**config.mk**
```make
export PLATFORM = sky130hd
export DESIGN_NAME = serial_subtractor_flat
export DESIGN_NICKNAME = d
export VERILOG_FILES = /design/src/rtl/serial_subtractor_pkg.sv /design/src/rtl/serial_subtractor_if.sv /design/src/rtl/serial_subtractor_full_subtractor.sv /design/src/rtl/serial_subtractor.sv /design/src/flat_wrapper.sv
export SDC_FILE = /design/constraint.sdc
export NUM_CORES = 1
export LEC_CHECK = 0
export BUFFER_PORTS_ARGS = -buffer_cell sky130_fd_sc_hd__buf_2
export CAP_MARGIN = 20
export CELL_PAD_IN_SITES_DETAIL_PLACEMENT = 1
export CELL_PAD_IN_SITES_GLOBAL_PLACEMENT = 2
export CORE_AREA = 5 5 75 77
export CTS_CLUSTER_SIZE = 14
export DETAILED_ROUTE_END_ITERATION = 12
export DIE_AREA = 0 0 80 82
export PLACE_DENSITY = 0.87
export SYNTH_ARGS = -nofsm -noshare
export SYNTH_HDL_FRONTEND = slang
export SYNTH_HIERARCHICAL = 1
export SYNTH_SLANG_ARGS = --single-unit
```
**constraint.sdc**
```tcl
create_clock -name clk -period 1.95 [get_ports clk]
set_input_delay 0.2925 -clock clk [delete_from_list [all_inputs] [get_ports clk]]
set_output_delay 0.2925 -clock clk [all_outputs]
set_load 0.05 [all_outputs]
```
**src/rtl/serial_subtractor_pkg.sv**
```systemverilog
// Shared definitions for the bit-serial arithmetic blocks (subtractor now,
// serial adder later): FSM state encodings and the default operand width.
package serial_subtractor_pkg;

  localparam int DEFAULT_WIDTH = 8;

  typedef enum logic [1:0] {
    S_IDLE = 2'd0,
    S_RUN  = 2'd1,
    S_DONE = 2'd2
  } state_t;

endpackage

```
**src/rtl/serial_subtractor_if.sv**
```systemverilog
// Handshake and data bundle of the serial subtractor. The requester drives
// start/a/b; the subtractor returns status, the serial bit stream and the
// parallel result.
interface serial_subtractor_if
  import serial_subtractor_pkg::*;
#(
  parameter int WIDTH = DEFAULT_WIDTH
);

  logic             start;
  logic [WIDTH-1:0] a;
  logic [WIDTH-1:0] b;
  logic             busy;
  logic             done;
  logic [WIDTH-1:0] diff;
  logic             borrow_out;
  logic             d_bit;
  logic             bit_valid;

  modport master (
    output start, a, b,
    input  busy, done, diff, borrow_out, d_bit, bit_valid
  );

  modport slave (
    input  start, a, b,
    output busy, done, diff, borrow_out, d_bit, bit_valid
  );

endinterface

```
**src/rtl/serial_subtractor_full_subtractor.sv**
```systemverilog
// One-bit full subtractor: x - y - bin = d - 2*bout. Purely combinational;
// the serial subtractor reuses this single cell once per clock.
module full_subtractor (
  input  logic x,
  input  logic y,
  input  logic bin,
  output logic d,
  output logic bout
);

  assign d    = x ^ y ^ bin;
  assign bout = (~x & y) | (~(x ^ y) & bin);

endmodule

```
**src/rtl/serial_subtractor.sv**
```systemverilog
// Bit-serial unsigned subtractor: diff = a - b, processed LSB first, one bit
// per clock through a single full-subtractor cell and a borrow flop.
// Handshake: start accepted in IDLE, busy for WIDTH cycles, then a
// one-cycle done pulse with diff/borrow_out valid and held until the next run.
module serial_subtractor
  import serial_subtractor_pkg::*;
#(
  parameter int WIDTH = DEFAULT_WIDTH
) (
  input  logic                clk,
  input  logic                rst_n,
  serial_subtractor_if.slave  bus
);

  localparam int CW = (WIDTH > 1) ? $clog2(WIDTH) : 1;
  localparam logic [CW-1:0] LAST_BIT = CW'(WIDTH - 1);

  state_t           state;
  logic [WIDTH-1:0] sh_a;
  logic [WIDTH-1:0] sh_b;
  logic [WIDTH-1:0] res;
  logic [WIDTH-1:0] diff_q;
  logic             borrow;
  logic             borrow_out_q;
  logic [CW-1:0]    cnt;
  logic             cell_d;
  logic             cell_bout;

  full_subtractor u_cell (
    .x    (sh_a[0]),
    .y    (sh_b[0]),
    .bin  (borrow),
    .d    (cell_d),
    .bout (cell_bout)
  );

  // Control FSM plus datapath: load operands, shift one bit per cycle, and
  // publish the completed result on the last bit.
  always_ff @(posedge clk) begin
    if (!rst_n) begin
      state        <= S_IDLE;
      sh_a         <= '0;
      sh_b         <= '0;
      res          <= '0;
      diff_q       <= '0;
      borrow       <= 1'b0;
      borrow_out_q <= 1'b0;
      cnt          <= '0;
    end else begin
      case (state)
        S_IDLE: begin
          if (bus.start) begin
            sh_a   <= bus.a;
            sh_b   <= bus.b;
            borrow <= 1'b0;
            cnt    <= '0;
            state  <= S_RUN;
          end
        end
        S_RUN: begin
          sh_a   <= sh_a >> 1;
          sh_b   <= sh_b >> 1;
          res    <= {cell_d, res[WIDTH-1:1]};
          borrow <= cell_bout;
          cnt    <= cnt + CW'(1);
          if (cnt == LAST_BIT) begin
            diff_q       <= {cell_d, res[WIDTH-1:1]};
            borrow_out_q <= cell_bout;
            cnt          <= '0;
            state        <= S_DONE;
          end
        end
        S_DONE: begin
          state <= S_IDLE;
        end
        default: begin
          state <= S_IDLE;
        end
      endcase
    end
  end

  // Status and serial outputs depend only on the state register and the
  // current bit cell, never directly on start/a/b.
  assign bus.busy       = (state == S_RUN);
  assign bus.bit_valid  = (state == S_RUN);
  assign bus.done       = (state == S_DONE);
  assign bus.d_bit      = (state == S_RUN) & cell_d;
  assign bus.diff       = diff_q;
  assign bus.borrow_out = borrow_out_q;

endmodule

```
**src/flat_wrapper.sv**
```systemverilog
// flat-port wrapper written by rule: the top's interface ports become plain ports
module serial_subtractor_flat import serial_subtractor_pkg::*;
#(
  parameter int WIDTH = DEFAULT_WIDTH
)
  (clk, rst_n, bus_start, bus_a, bus_b, bus_busy, bus_done, bus_diff, bus_borrow_out, bus_d_bit, bus_bit_valid);
  serial_subtractor_if #(.WIDTH(WIDTH)) bus_i ();
  input  logic clk;
  input  logic rst_n;
  input wire logic [$bits(bus_i.start)-1:0] bus_start;
  input wire logic [$bits(bus_i.a)-1:0] bus_a;
  input wire logic [$bits(bus_i.b)-1:0] bus_b;
  output wire logic [$bits(bus_i.busy)-1:0] bus_busy;
  output wire logic [$bits(bus_i.done)-1:0] bus_done;
  output wire logic [$bits(bus_i.diff)-1:0] bus_diff;
  output wire logic [$bits(bus_i.borrow_out)-1:0] bus_borrow_out;
  output wire logic [$bits(bus_i.d_bit)-1:0] bus_d_bit;
  output wire logic [$bits(bus_i.bit_valid)-1:0] bus_bit_valid;
  assign bus_i.start = bus_start;
  assign bus_i.a = bus_a;
  assign bus_i.b = bus_b;
  assign bus_busy = bus_i.busy;
  assign bus_done = bus_i.done;
  assign bus_diff = bus_i.diff;
  assign bus_borrow_out = bus_i.borrow_out;
  assign bus_d_bit = bus_i.d_bit;
  assign bus_bit_valid = bus_i.bit_valid;
  serial_subtractor #(.WIDTH(WIDTH)) u_core (.clk(clk), .rst_n(rst_n), .bus(bus_i));
endmodule
```
==> results.toml <==
[routing]
routed_wl_um = 3640
first_pass_iters = 4
antenna_left = 0
route.detailed.wl_per_inst_um = 13.0
vias = 1345
drc = 0
viasPerCell = 4.80
drt_iter0_drc = 83

[floorplan]
die-area_um2 = 6560
rows = 26
coreArea_um2 = 4940
die_w_um = 80
die_h_um = 82
io_pins = 32
start_util_pct = 32.5

[clock_network]
path_clk_slew_ns = 0.08
cts_sinks = 38
clk_latency_ns = 0.29
cts_tree = "done"
h-tree-depth = 2
cts.path.max_buffers = 2
clockRootBuffer = "clkbuf_8"
cts-buffers-inserted = 5
post_cts_buffers = 0
holdBufCountCts = 0

[layout]
design_area_um2 = 1970
drive_above_1_share_pct = 22.4
nets = 231
antennaDiodeCount = 0
nFillCells = 616
final_core_util_pct = 39.8
areaGrowthSynthToFinish_pct = 22.2

[logic_synthesis]
async_flop_share_pct = 0
synth_compound_area_share_pct = 16.6
netlist_top_cells_count = "38 x dfxtp_1, 30 x nand2_1, 20 x nand3_1"
synthAdderAreaFrac_pct = 2.80
synth_warnings = 6
syn_nets = 204
synth-edff-count = 0
ys_types = 25
synth.avg_cell_area_um2 = 8.84
yosysMostFrequentCell = "dfxtp_1"
ys_seq_elements = 38
ys_top_cells_by_area = "dfxtp_1 47%, mux2i_1 9.3%, nand2_1 7.0%"
yosys.area_share.simple_pct = 18.3
netlist_area_um2 = 1610
synth_flop_cell = "dfxtp_1"
ys_seq_area_share_pct = 47.3
synth_top_family_by_area = "simple AND/OR/NAND/NOR gates"
synth-xor-area-share_pct = 0
synth.area.mux_share_pct = 9.33
synth_top_area_share_pct = 47.3
synthCells = 182
synth_top_cell_by_area = "dfxtp_1"

[placed_design]
place.gp.congestion = 0.706
place_area_um2 = 1820
place_hpwl_um = 2490
port_buffers = 31

[critical_path]
cp_max_fo = 2
reg2reg_depth = 5
critPathSlowestCell = "fa_1"
crit_path_cell_trace = "inv_1 > fa_1 > and2_4 > buf_6"
critPathCaptureType = "output port"
r2r_end = "u_core/bus.borrow_out"
crit_arrival_ns = 1.54
start_kind = "register"
crit_type = "register to output port"
timing.rr.start = "u_core/cnt[0]"
required_ns = 1.66
rrSetupSlack_ns = 0.55
max_stage_delay_ns = 0.56

[min_path]
hold_depth = 3
hold_path.class = "primary input to register"
hp-start = "bus_a[3]"
min_to = "u_core/sh_a[3]"

[global_route]
grt_usage_pct = 12.2
grt_antenna_before_repair = 0
grt_pass1_wl_um = 6210
gr-usage-met3_pct = 3.07
grt_pass1_vias = 1359
grt-ovfl-total = 0
busiest_layer = "met2"
globalRouteMet1Util_pct = 14.7
grtUsageMet2_pct = 20.4
grt_max_degree = 53

[run_status]
outcome = "complete, no violations"

[pwr]
power-per-cell-area_nw_per_um2 = 928
p_leak_nw = 0.831
peakVddDrop_uv = 354

[sta]
tightestPinTransition_ns = 0.489
finalSetupViolations = 0
finalHoldViolations = 0
fin_crit_ns = 1.83
relSlewSlack_pct = 67.4
rsz0062_at_grt = "no"
drv_slew = 0
fmax_mhz = 546
finalCritPeriodShare_pct = 93.8
skew_ns = 0.00703
finalSetupTns_ns = 0

[flow_run]
max-cap-violations = 0
[where the power goes]
group / switching, mW / leakage (nW) / internal [mW]
Combinational: 0.101 / 0.450 / 0.0680
Sequential: 0.0176 / 0.310 / 0.806
Clock: 0.287 / 0.0714 / 0.546
[placed cells by master, fill, tap and decap left out]
| master | instances |
|---|---|
| a21boi_1 | 6 |
| and2_1 | 2 |
| and2_4 | 1 |
| and3b_1 | 1 |
| buf_2 | 30 |
| buf_4 | 5 |
| buf_6 | 1 |
| bufinv_16 | 2 |
| clkbuf_8 | 6 |
| dfxtp_1 | 38 |
| fa_1 | 1 |
| ha_1 | 2 |
| inv_1 | 4 |
| inv_2 | 1 |
| mux2i_1 | 15 |
| nand2_1 | 30 |
| nand2b_1 | 1 |
| nand3_1 | 20 |
| nand3b_1 | 1 |
| nor2_1 | 4 |
| nor2b_1 | 1 |
| nor3b_1 | 1 |
| o211ai_1 | 14 |
| o21a_1 | 1 |
| o21ai_1 | 18 |
| o22ai_1 | 3 |
| or3b_4 | 1 |
[stage by stage]
step	hold slack, ns	std cells	power [mW]	setup slack [ns]
detailed placement	0.439	272	1.01	0.305
finish	0.255	280	1.83	0.120
floorplan	0.432	182	0.958	0.122
CTS	0.251	280	1.85	0.0411
global route	0.259	280	1.89	0.0374
global placement	0.436	272	1.00	0.356
[cell families after synthesis]
family | after synthesis
AOI/OAI and AO/OA | 42
buffers and inverters | 21
muxes | 15
adders and majority gates | 3
DFF | 38
and+or+nand+nor | 63
[critical path: cells and delay by family (launching register included)]
kind	cells	cell delay [ns]
fa+ha+maj	1	0.56
flops	1	0.33
buf+inv	2	0.21
simple gates	1	0.15
[routing by layer]
layer	share of wire (%)	up-vias	routed length (µm)
met5	0	-	0
met4	1.8	0	67
met3	3.5	5	127
met2	44	26	1600
met1	51	622	1840
li1	-	692	-
[flip-flops by register name, indices dropped and copies added (netlist names)]
name and cells:
u_core/sh_a 8, u_core/res 7, u_core/sh_b 8, u_core/bus.diff 8
u_core/cnt 3, u_core/state 2, u_core/borrow 1, u_core/bus.borrow_out 1
[cell type report]
type | count | area (µm²) | share of cell area, %
well taps | 70 | 87.6 | 4.45
flip-flops and latches | 38 | 761 | 38.7
clock inverters | 2 | 60.1 | 3.05
clock buffers | 6 | 82.6 | 4.20
repair buffers | 36 | 199 | 10.1
inverters | 5 | 18.8 | 0.954
multi-input cells | 123 | 758 | 38.5
[worst max path at each step]
stage / start / endpoint / slack, ns
final: u_core/sh_b[0] / bus_d_bit / 0.12
after global routing: u_core/sh_b[0] / bus_d_bit / 0.04
after CTS: u_core/sh_b[0] / bus_d_bit / 0.04
after detailed placement: u_core/sh_b[0] / bus_d_bit / 0.31
after global placement: u_core/sh_b[0] / bus_d_bit / 0.36
after floorplan: u_core/state[1] / bus_done / 0.12
[timing repair]
item                                    4_1_cts  5_1_grt
cloned                                        0        0
resized for setup                             1        2
endpoints found under the setup margin        1        1
(Power assumes the default switching activity.)
